[config.mk]
export PLATFORM = sky130hd
export DESIGN_NAME = grad_mag_pipe
export DESIGN_NICKNAME = d
export VERILOG_FILES = /design/src/rtl/grad_pkg.sv /design/src/rtl/grad_pipe_reg.sv /design/src/rtl/grad_mag_pipe.sv
export SDC_FILE = /design/constraint.sdc
export NUM_CORES = 1
export LEC_CHECK = 0
export CORE_MARGIN = 2
export CORE_UTILIZATION = 52
export DETAILED_ROUTE_END_ITERATION = 10
export PLACE_DENSITY = 0.85
export SLEW_MARGIN = 20
export SYNTH_ARGS = -nofsm -noshare
export SYNTH_HDL_FRONTEND = slang
export SYNTH_HIERARCHICAL = 1
export SYNTH_SLANG_ARGS = --single-unit
[constraint.sdc]
create_clock -name clk -period 3.3 [get_ports clk]
set_input_delay 0.825 -clock clk [delete_from_list [all_inputs] [get_ports clk]]
set_output_delay 0.825 -clock clk [all_outputs]
set_load 0.01 [all_outputs]
[src/rtl/grad_pkg.sv]
// grad_pkg: shared definitions for the gradient-magnitude pipeline.
//   grad_mode_t : per-pixel combine mode (L1, MAX, L2-approx, reserved)
//   GRAD_IN_W   : default width of the signed gx/gy gradients
//   GRAD_OUT_W  : default width of the saturated magnitude
//   GRAD_CNT_W  : default width of the edge counter
package grad_pkg;

   localparam int GRAD_IN_W  = 11;
   localparam int GRAD_OUT_W = 8;
   localparam int GRAD_CNT_W = 16;

   typedef enum logic [1:0] {
      GM_L1   = 2'b00,
      GM_MAX  = 2'b01,
      GM_L2A  = 2'b10,
      GM_RSVD = 2'b11   // behaves as L1
   } grad_mode_t;

endpackage

[src/rtl/grad_pipe_reg.sv]
// grad_pipe_reg: one valid/ready register slice of width W.
//   clk, rst            : clock, asynchronous active-high reset
//   in_valid / in_ready : upstream handshake (in_ready = load condition)
//   in_data             : payload captured on acceptance
//   out_valid/out_ready : downstream handshake
//   out_data            : registered payload, stable while stalled
module grad_pipe_reg #(
   parameter int W = 8
) (
   input  logic         clk,
   input  logic         rst,
   input  logic         in_valid,
   output logic         in_ready,
   input  logic [W-1:0] in_data,
   output logic         out_valid,
   input  logic         out_ready,
   output logic [W-1:0] out_data
);

   logic         valid_reg;
   logic [W-1:0] data_reg;
   logic         load;

   // The slice refills when it is empty or its contents leave this cycle.
   assign load     = !valid_reg || out_ready;
   assign in_ready = load;

   always_ff @(posedge clk or posedge rst) begin
      if (rst) begin
         valid_reg <= 1'b0;
         data_reg  <= '0;
      end else if (load) begin
         valid_reg <= in_valid;
         if (in_valid)
            data_reg <= in_data;
      end
   end

   assign out_valid = valid_reg;
   assign out_data  = data_reg;

endmodule

[src/rtl/grad_mag_pipe.sv]
// grad_mag_pipe: three-stage gradient-magnitude pipeline with edge detect.
//   clk, rst             : clock, asynchronous active-high reset
//   in_valid / in_ready  : input handshake
//   gx, gy               : signed gradients (IN_W bits)
//   in_en                : per-pixel enable, 0 forces g = 0 and no edge
//   mode                 : combine mode (grad_mode_t encoding)
//   threshold            : edge threshold, sampled when entering stage 3
//   cnt_clear            : synchronous clear of edge_count
//   out_valid / out_ready: output handshake
//   g                    : saturated magnitude (OUT_W bits)
//   is_edge              : g >= threshold for enabled pixels
//   edge_count           : saturating count of transferred edge results
// Stage 1 stores |gx|,|gy|, stage 2 the IN_W+1 bit combined value,
// stage 3 the saturated magnitude and the edge flag.
module grad_mag_pipe
   import grad_pkg::*;
#(
   parameter int IN_W  = GRAD_IN_W,
   parameter int OUT_W = GRAD_OUT_W,
   parameter int CNT_W = GRAD_CNT_W
) (
   input  logic                   clk,
   input  logic                   rst,
   input  logic                   in_valid,
   output logic                   in_ready,
   input  logic signed [IN_W-1:0] gx,
   input  logic signed [IN_W-1:0] gy,
   input  logic                   in_en,
   input  logic [1:0]             mode,
   input  logic [OUT_W-1:0]       threshold,
   input  logic                   cnt_clear,
   output logic                   out_valid,
   input  logic                   out_ready,
   output logic [OUT_W-1:0]       g,
   output logic                   is_edge,
   output logic [CNT_W-1:0]       edge_count
);

   localparam int S1_W = 2 * IN_W + 3;
   localparam int S2_W = IN_W + 2;
   localparam int S3_W = OUT_W + 1;

   // ---------------- stage 1: absolute values ----------------
   logic signed [IN_W-1:0] raw [2];
   logic        [IN_W-1:0] mag [2];

   assign raw[0] = gx;
   assign raw[1] = gy;

   // An IN_W-bit unsigned result holds 2^(IN_W-1), so negating the most
   // negative input is exact once reinterpreted as unsigned.
   genvar gi;
   generate
      for (gi = 0; gi < 2; gi++) begin : g_abs
         assign mag[gi] = raw[gi][IN_W-1] ? $unsigned(-raw[gi]) : $unsigned(raw[gi]);
      end
   endgenerate

   logic [S1_W-1:0] s1_in, s1_out;
   logic            s1_valid, s2_ready;

   assign s1_in = {mag[0], mag[1], mode, in_en};

   grad_pipe_reg #(.W(S1_W)) u_s1 (
      .clk       (clk),
      .rst       (rst),
      .in_valid  (in_valid),
      .in_ready  (in_ready),
      .in_data   (s1_in),
      .out_valid (s1_valid),
      .out_ready (s2_ready),
      .out_data  (s1_out)
   );

   // ---------------- stage 2: combine ----------------
   logic [IN_W-1:0] a1, b1;
   logic [1:0]      m1;
   logic            en1;
   logic [IN_W:0]   mx, mn, comb;

   assign {a1, b1, m1, en1} = s1_out;
   assign mx = (a1 >= b1) ? {1'b0, a1} : {1'b0, b1};
   assign mn = (a1 >= b1) ? {1'b0, b1} : {1'b0, a1};

   always_comb begin
      comb = {1'b0, a1} + {1'b0, b1};
      case (grad_mode_t'(m1))
         GM_MAX:  comb = mx;
         GM_L2A:  comb = mx + (mn >> 1);
         default: comb = {1'b0, a1} + {1'b0, b1};
      endcase
   end

   logic [S2_W-1:0] s2_in, s2_out;
   logic            s2_valid, s3_ready;

   assign s2_in = {comb, en1};

   grad_pipe_reg #(.W(S2_W)) u_s2 (
      .clk       (clk),
      .rst       (rst),
      .in_valid  (s1_valid),
      .in_ready  (s2_ready),
      .in_data   (s2_in),
      .out_valid (s2_valid),
      .out_ready (s3_ready),
      .out_data  (s2_out)
   );

   // ---------------- stage 3: saturate and threshold ----------------
   logic [IN_W:0]    sum2;
   logic             en2;
   logic             over;
   logic [OUT_W-1:0] trunc;
   logic [OUT_W-1:0] g_val;
   logic             edge_val;

   assign {sum2, en2} = s2_out;

   generate
      if (IN_W + 1 > OUT_W) begin : g_sat
         assign over  = |sum2[IN_W:OUT_W];
         assign trunc = sum2[OUT_W-1:0];
      end else begin : g_nosat
         assign over  = 1'b0;
         assign trunc = OUT_W'(sum2);
      end
   endgenerate

   assign g_val    = !en2 ? '0 : (over ? '1 : trunc);
   assign edge_val = en2 && (g_val >= threshold);

   logic [S3_W-1:0] s3_in, s3_out;

   assign s3_in = {g_val, edge_val};

   grad_pipe_reg #(.W(S3_W)) u_s3 (
      .clk       (clk),
      .rst       (rst),
      .in_valid  (s2_valid),
      .in_ready  (s3_ready),
      .in_data   (s3_in),
      .out_valid (out_valid),
      .out_ready (out_ready),
      .out_data  (s3_out)
   );

   assign {g, is_edge} = s3_out;

   // ---------------- edge counter ----------------
   logic [CNT_W-1:0] count_reg;

   always_ff @(posedge clk or posedge rst) begin
      if (rst) begin
         count_reg <= '0;
      end else if (cnt_clear) begin
         count_reg <= '0;
      end else if (out_valid && out_ready && is_edge && (count_reg != '1)) begin
         count_reg <= count_reg + 1'b1;
      end
   end

   assign edge_count = count_reg;

endmodule

After elaboration in Yosys (flattened, before gate mapping)
Cells that the tools add are included.
Cells by class
  multipliers: 0
  shift-type cells: 0
  div/mod/pow operators: 0
  bitwise logic cells: 0
  add/sub/neg operators: 5
  reduce and logical (&&, ||, !) cells: 15
  muxes and demuxes: 9
  order comparisons: 2
  equal/unequal tests: 3
Operators with widths (count)
  11-bit two-way mux: 4
  16-bit two-way mux: 2
  12-bit one-hot mux with 2 select lines: 1
  11-bit negation: 2
  16-bit by 1-bit adder with 16-bit output, second input constant: 1
  8-bit two-way mux: 2
  16-bit != test, second input constant: 1
  11-bit by 10-bit adder with 12-bit output: 1
  11-bit by 11-bit adder with 12-bit output: 1
  11-bit greater-or-equal comparator: 1
  8-bit greater-or-equal comparator: 1
  2-bit AND reduction: 3
  1-bit logical AND: 4
  4-bit OR reduction: 1
  1-bit logical NOT: 3
  1-bit logical OR: 3
  2-bit by 1-bit == test with 1-bit output, second input constant: 1
  2-bit == test, second input constant: 1
  2-bit nonzero test: 1
Word-level totals
  flip-flop bits (word level): 66
  ROM bits: 0
  bits in latches: 0
  memory bits (writable): 0
  memories: 0

Depth between registers and ports, before layout
Gate-level depths: netlist of the first run.
  depth after elaboration: 5
  mapped depth: 18
  mapped depth without buffers: 18

By module
Netlist of the first run, hierarchy kept.
By module, submodules not included
  grad_mag_pipe: instances 1, seq. area each 400.4 µm², area each 3248.1 µm², cells an instance 449
  grad_pipe_reg (u_s1): instances 1, seq. area each 650.6 µm², area each 1083.5 µm², cells an instance 57
  grad_pipe_reg (u_s2): instances 1, seq. area each 350.3 µm², area each 590.6 µm², cells an instance 32
  grad_pipe_reg (u_s3): instances 1, seq. area each 250.2 µm², area each 429.2 µm², cells an instance 23

Least setup slack after synthesis of the first run
Ideal clock, no wire load.
  path type: reg-to-reg
  from: reg u_s1.data_reg[12], in the netlist u_s1/out_data[12]
  to: reg u_s2.data_reg[8], in the netlist u_s2/out_data[8]
  arrival: 3.482 ns
  path buffers: 1
  cell stages (with the launch flop): 17
  slack: -0.307 ns
  period minus slack after synthesis: 3.607 ns
  library setup time: 0.125 ns
  cell sequence: dfrtp_1 -> inv_1 -> ha_1 -> a2111oi_2 -> o21ai_1 -> a21o_1 -> nand2_1 -> clkbuf_1 -> o21ai_0 -> ha_1 -> and4_1 -> a211o_1 -> o22ai_1 -> xor2_1 -> nor2_1 -> a221o_1 -> mux2_4
On the way
  word-level cells in the longest chain between the ends: 4
  elaborated cells on any way between the ends: 5
  classes of those cells: 1 x add/sub; 1 x order compare; 3 x mux
Ends and longest elaborated chain
  start: declaration: RTL line grad_pipe_reg.sv:21  | logic [W-1:0] data_reg;
  start signal: assignment: RTL line grad_pipe_reg.sv:35  | data_reg <= in_data;
  11-bit greater-or-equal comparator (*): RTL line grad_mag_pipe.sv:82, grad_mag_pipe.sv:83
  11-bit two-way mux (on tied branches): RTL line grad_mag_pipe.sv:82, grad_mag_pipe.sv:83
  11-bit by 10-bit adder with 12-bit output: RTL line grad_mag_pipe.sv:89  | GM_L2A: comb = mx + (mn >> 1);
  12-bit one-hot mux with 2 select lines (*): RTL line grad_mag_pipe.sv:87  | case (grad_mode_t'(m1))
  net comb[7]: RTL line grad_mag_pipe.sv:79  | logic [IN_W:0] mx, mn, comb;
  end signal: assignment: RTL line grad_pipe_reg.sv:35
  end: declaration: RTL line grad_pipe_reg.sv:21
The timed path passes the listed nets; every way through them passes the cells marked *.
A chain may end at the register's enable or synchronous reset.

Worst setup path in the final report of the first run
Ends and elaborated chain as after synthesis.

==> results of run 1 <==
==> area by class of cell <==
type	count	area share, %
Inverter	54	2.74
Clock buffer	10	1.72
Clock inverter	6	0.574
Timing Repair Buffer	174	20.3
Multi-Input combinational cell	424	50.1
Sequential cell	66	22.3
Tap cell	136	2.30
==> repair_timing <==
| item | CTS | global route |
|---|---|---|
| pin swaps | 37 | 15 |
| resized for setup | 49 | 13 |
| endpoints found under the setup margin | 8 | 10 |
| buffers inserted | 19 | 5 |
| cloned | 0 | 0 |
==> synth_stat cells (2+ instances only) <==
library cell  instances
o21ai_1               9
a21o_1                8
o21bai_1              3
nor3_1               15
xor2_1                5
a211oi_1              4
buf_12                3
o211ai_1              3
o21a_1               10
nand2b_1              6
o31ai_1               5
or2_1                 3
nand4_1               3
xnor2_1              31
ha_1                 45
nor4_1                3
nand2b_4              3
dfrtp_1              66
nand2_1              39
o21ba_2               2
or3_1                13
a21oi_1              29
mux2_2                8
a31oi_1               3
and3_1                5
inv_1                54
nor2_1               30
a2bb2oi_1             2
fa_1                  2
o2111ai_1             2
a22oi_1               2
o41ai_1               3
nand2_4               2
buf_4                 2
nand3b_1              2
clkbuf_1              9
o221ai_1              2
nor2b_1               5
nand3_1              12
nor3b_1               2
or2b_1                2
o21ai_0              36
mux2_4               39
==> worst reg2reg max path: cells and delay by family, from the launching register on <==
kind,cells,cell delay (ns)
xor+xnor,1,0.15
simple gates,3,0.19
fa+ha+maj,2,0.49
buf+inv,3,0.34
compound gates,8,1.78
flops,1,0.39
mux,1,0.27
==> per-layer routing <==
layer | share of wire [%] | track usage [%] | vias to the layer above
met1 | 39 | 29.8 | 2361
met2 | 52 | 51.0 | 203
met5 | 0 | 0 | -
met3 | 4.9 | 4.95 | 63
li1 | - | - | 2325
met4 | 4.7 | 13.2 | 0
==> how the worst min path moves through the flow <==
stage / from / endpoint / slack (ns)
floorplan: u_s2/out_data[11] / u_s2/out_data[11] / 0.47
global placement: u_s2/out_data[11] / u_s2/out_data[11] / 0.49
detailed placement: u_s2/out_data[9] / u_s2/out_data[9] / 0.49
CTS: u_s2/out_data[11] / u_s2/out_data[11] / 0.51
global route: u_s2/out_data[11] / u_s2/out_data[11] / 0.52
finish: u_s2/out_data[11] / u_s2/out_data[11] / 0.51
==> sequential cells by signal, indices dropped and copies added, names as in the netlist <==
name / count
edge_count: 16
u_s2/out_valid: 1
u_s1/out_valid: 1
u_s1/out_data: 25
u_s3/out_data: 9
u_s2/out_data: 13
u_s3/out_valid: 1
==> power groups by stage <==
| stage | Clock, mW | Sequential [mW] | Combinational [mW] |
|---|---|---|---|
| floorplan | 0 | 1.15 | 2.05 |
| global placement | 0 | 1.12 | 3.22 |
| detailed placement | 0 | 1.14 | 3.36 |
| CTS | 0.622 | 1.12 | 3.77 |
| global route | 0.656 | 1.15 | 4.38 |
| finish | 0.611 | 1.12 | 4.10 |
==> kinds of logic (layout without fill, tap and decap cells) <==
kind of cell             Yosys count  after routing
XOR/XNOR                          36             36
AND/OR/NAND/NOR                  154            154
multiplexers                      49             49
adder cells (fa/ha/maj)           47             47
AO/OA/AOI/OAI                    138            138
flip-flops                        66             66
buffers and inverters             71            244
==> results.ini, run 1 <==
[route]
final_antenna_net_count=0
wl_mm=14.9
vias=4952
dr.first_iter.drc_count=329
wl_per_cell_um=17.1
dr.pass1.iters=5
drc=0
via_per_inst=5.69

[yosys]
synth_top_family_by_area=compound AO/OA/AOI/OAI gates
synth_edf_count=0
synth_xor_area_share_pct=5.89
ys_ff_latch=66
syn_area_per_cell_um2=9.54
yosysWarnings=6
synthTopCellsByArea=dfrtp_1, mux2_4, ha_1, xnor2_1, inv_1
synthSimpleGateAreaFrac_pct=15.8
yosysSeqAreaShare_pct=30.9
synth_cell_types=72
netlist_area_um2=5350
yosysTopAreaCellShare_pct=30.9
synth_ff_type=dfrtp_1
syn_inst=561
synth_mux_area_share_pct=13.0
synth_fa_ha_area_share_pct=11.3
synth_nets=646
async_reset_ff_share_pct=100
yosysTopAreaCell=dfrtp_1
synth_compound_area_share_pct=17.0

[power]
p_leak_nw=3.40
pwr-share-seq_pct=19.3
max-vdd-ir-drop_mv=0.358
intPower_mw=3.42
p_per_area_nw_per_um2=787
swShare_pct=41.3
power.switching_mw=2.41
clock_power_share_pct=10.5
total_power_mw=5.83
combPwrFrac_pct=70.2

[die]
initial_utilization_pct=52.8
row_count=37
ios=65
die_w_um=105
core_area_um2=10100
die_h_um=105
dieArea_um2=11100

[timing]
fin_skew_ns=0.0114
final.period_utilization_pct=112
hold_violations=0
max_freq_ghz=0.271
grt_setup_unrepaired=true
timing.final.ws_setup_ns=-0.395
slew_headroom_pct=57.2
setup_violations=9
fin_crit_ns=3.70
whs_ns=0.511
finalSetupTns_ns=-2.01
drv_slew=0
tightestPinTransition_ns=0.633

[placement]
pre_cts_ws_ns=-0.488
place_congestion=0.961
place_area_um2=6820
port-buffer-count=64
dp_hpwl_mm=11.2
post-place-cells=833

[clock_tree]
hold_buffers=0
cts_tree=done
numCtsBuffers=9
insertion_delay_ns=0.38
clk_pin_slew_ns=0.07
cts.path.max_buffers=2
numClockSinks=66
root_buffer=clkbuf_8
cts-htree-levels=3

[layout]
utilization_pct=73.1
num-fill-cells=688
fin_cells=870
finalInstanceArea_um2=7410
multi_input_area_um2=3710
area.sequential_um2=1650
area_growth_pct=38.4
layout_common_cells=buf_4, dfrtp_1, clkdlybuf4s50_1
layout-drive-gt1-share_pct=33.5
final_common_cell=buf_4
n_antenna_cell=0
fin_nets=814

[critical_path]
cp.buffers_inverters=3
cp_max_fo=6
worst_ep_required_time_ns=3.56
r2r-end=u_s2/out_data[8]
endpoint=u_s2/out_data[8]
critPathTopFamily=compound AO/OA/AOI/OAI gates
arrival_ns=3.96
cp-end-kind=flop
slowest_delay_ns=0.39
rrSetupSlack_ns=-0.40
cp-start-kind=flop
setup.worst_path.start=u_s1/out_data[12]
critPathKind=reg -> reg
slowest_stage=dfrtp_1
r2r_cells=18
cp_cell_sequence=inv_2 -> ha_4 -> a2111oi_4 -> o21ai_2 -> a21o_4 -> nand2_4 -> buf_6 -> nor2_4 -> a21o_1 -> ha_1 -> a21o_1 -> a211o_1 -> buf_6 -> o22ai_2 -> xor2_1 -> nor2_1 -> a221o_1 -> mux2_4
cp.depth=18
r2r-start=u_s1/out_data[12]

[global_routing]
grt_pass1_vias=5150
grt.overflow.total=0
antenna_found_initial=0
grt_pass1_wl_mm=24.2
grtUsageTotal_pct=27.5
grt_max_degree=27

[run]
cap_violations=0

[status]
status=finished, violations left
violations=negative setup slack

[min_path]
hold_path.class=reg -> reg
hold_path_depth=1

Power figures use the tool's default switching activity.
==> run 2: changes to the inputs <==
--- a/config.mk
+++ b/config.mk
@@ -7,8 +7,9 @@
 export LEC_CHECK = 0
 export CORE_MARGIN = 2
 export CORE_UTILIZATION = 52
+export CTS_CLUSTER_SIZE = 25
 export DETAILED_ROUTE_END_ITERATION = 10
-export PLACE_DENSITY = 0.85
+export PLACE_DENSITY = 0.83
 export SLEW_MARGIN = 20
 export SYNTH_ARGS = -nofsm -noshare
 export SYNTH_HDL_FRONTEND = slang
==> run 2 against run 1 <==
The flow still finishes with violations (negative setup slack). Non-clock buffer count down 17. Critical path depth did not move. Clock power grew 40%. Flip-flop and latch count unchanged. Register-to-register slack better by 0.11 ns. Power is 3.6% lower. Highest routed layer unchanged.
==> results.ini, run 2 (synthesized netlist as in run 1, its figures left out) <==
[power]
swShare_pct=38.8  ; -2.5 points
p_per_area_nw_per_um2=775  ; -1.5%
max-vdd-ir-drop_mv=0.383  ; +6.9%
pwr-share-seq_pct=19.9  ; +0.6 points
intPower_mw=3.44  ; +0.53%
p_leak_nw=3.33  ; -2.0%
total_power_mw=5.62  ; -3.6%
power.switching_mw=2.18  ; -9.6%
clock_power_share_pct=15.2  ; +4.7 points
combPwrFrac_pct=64.9  ; -5.3 points

[route]
via_per_inst=5.48  ; -3.7%
dr.first_iter.drc_count=203  ; -38%
wl_per_cell_um=15.6  ; -8.8%
wl_mm=13.3  ; -11%
vias=4675  ; -5.6%
drc=0  ; unchanged
dr.pass1.iters=4  ; -1
final_antenna_net_count=0  ; unchanged

[timing]
setup_violations=8  ; -1
drv_slew=0  ; unchanged
fin_skew_ns=0.0138  ; +0.00237 ns
fin_crit_ns=3.59  ; -0.107 ns
hold_violations=0  ; unchanged
slew_headroom_pct=59.6  ; +2.4 points
grt_setup_unrepaired=true
whs_ns=0.514  ; +0.00334 ns
tightestPinTransition_ns=0.605  ; -0.0286 ns
final.period_utilization_pct=109  ; -3.3 points
max_freq_ghz=0.279  ; +3.0%
timing.final.ws_setup_ns=-0.288  ; +0.107 ns

[global_routing]
grt_pass1_wl_mm=22.3  ; -7.7%
grt_max_degree=27  ; unchanged
grt_pass1_vias=4709  ; -8.6%
grt.overflow.total=0  ; unchanged
grtUsageTotal_pct=24.9  ; -2.6 points
antenna_found_initial=0  ; unchanged

[critical_path]
cp_max_fo=6  ; unchanged
slowest_stage=dfrtp_1
critPathKind=reg -> reg
cp-start-kind=flop
cp_cell_sequence=inv_2 -> ha_4 -> a2111oi_4 -> o21ai_2 -> buf_4 -> a21oi_4 -> nor2_4 -> o21ai_2 -> ha_2 -> inv_2 -> fa_2 -> nor2b_2 -> o211ai_1 -> a31oi_2 -> a31oi_1 -> xor2_1 -> o221ai_1 -> mux2_2
slowest_delay_ns=0.39  ; about the same
worst_ep_required_time_ns=3.54  ; -0.02 ns
arrival_ns=3.83  ; -0.13 ns
cp-end-kind=flop

[layout]
fin_nets=797  ; -2.1%
layout-drive-gt1-share_pct=30.3  ; -3.2 points
finalInstanceArea_um2=7250  ; -2.1%
final_common_cell=buf_4
utilization_pct=71.5  ; -1.6 points
n_antenna_cell=0  ; unchanged
largest_reg_flops=25  ; unchanged
area_growth_pct=35.4
layout_common_cells=buf_4, dfrtp_1, clkdlybuf4s50_1

[clock_tree]
numCtsBuffers=9  ; unchanged
insertion_delay_ns=0.36  ; -0.02 ns
cts-htree-levels=3  ; unchanged
cts.path.max_buffers=2  ; unchanged
clk_pin_slew_ns=0.08  ; about the same
root_buffer=clkbuf_8
cts_tree=done
numClockSinks=66  ; unchanged

[die]
dieArea_um2=11100  ; unchanged
die_w_um=105  ; unchanged
row_count=37  ; unchanged
ios=65  ; unchanged
die_h_um=105  ; unchanged
initial_utilization_pct=52.8  ; unchanged
core_area_um2=10100  ; unchanged

[placement]
dp_hpwl_mm=10.6  ; -5.2%
port-buffer-count=64  ; unchanged
pre_cts_ws_ns=-0.395  ; +0.0932 ns
place_congestion=0.920  ; -4.2%
place_area_um2=6770  ; -0.62%

[run]
cap_violations=0  ; unchanged

[status]
status=finished, violations left
violations=negative setup slack

[min_path]
hold_path.class=reg -> reg

[run 2: area by class of cell]
class,count,area (um2)
Fill cell,722,2890
Timing Repair Buffer,157,1340
Sequential cell,66,1650
Multi-Input combinational cell,424,3630
Clock buffer,9,124
Clock inverter,7,124
Tap cell,136,170
Inverter,54,203
[run 2: power by group through the flow]
stage / Combinational, mW / Clock (mW) / Sequential, mW
floorplan: 2.05 / 0 / 1.15
global route: 3.95 / 0.907 / 1.14
global placement: 3.16 / 0 / 1.12
CTS: 3.49 / 0.865 / 1.12
detailed placement: 3.23 / 0 / 1.13
finish: 3.65 / 0.854 / 1.12
[run 2: worst paths after layout]
| path | cells after the start | slack [ns] | to | from |
|---|---|---|---|---|
| min in group asynchronous | 2 | 0.84 | u_s3/out_data[0] | rst |
| max | 18 | -0.29 | u_s2/out_data[11] | u_s1/out_data[12] |
| min | 1 | 0.51 | u_s3/out_data[5] | u_s3/out_data[5] |
| max in group asynchronous | 2 | 1.97 | edge_count[15] | rst |
| max reg2reg | 18 | -0.29 | u_s2/out_data[11] | u_s1/out_data[12] |
| min reg2reg | 1 | 0.51 | u_s3/out_data[5] | u_s3/out_data[5] |
[run 2: through the flow]
step,cells,TNS [ns]
finish,853,-1.57
global route,853,-3.19
CTS,853,-1.19
detailed placement,829,-1.86
global placement,829,-1.06
floorplan,561,-0.185
[run 2: per-layer routing]
layer  part of all wire, %  GRT usage [%]  wire length, um
met2                    52           44.5             6900
met1                    43           30.4             5680
met4                   2.1           8.19              284
met5                     0              0                0
met3                   3.6           3.96              481
[run 2: repair_timing]
item / in CTS / in global routing
setup endpoints to repair: 8 / 10
pin swaps: 30 / 11
hold buffers: 0 / 0
buffers inserted: 9 / 1
gates resized for setup: 28 / 11
hold endpoints to repair: 0 / 0
[run 2: worst max-delay path, delay by kind of cell, from the launching register on]
kind | cells | cell delay (ns)
XOR/XNOR | 1 | 0.15
flip-flops | 1 | 0.39
adder cells (fa/ha/maj) | 3 | 0.77
AND/OR/NAND/NOR | 2 | 0.21
AO/OA/AOI/OAI | 8 | 1.40
multiplexers | 1 | 0.27
buffers and inverters | 3 | 0.27
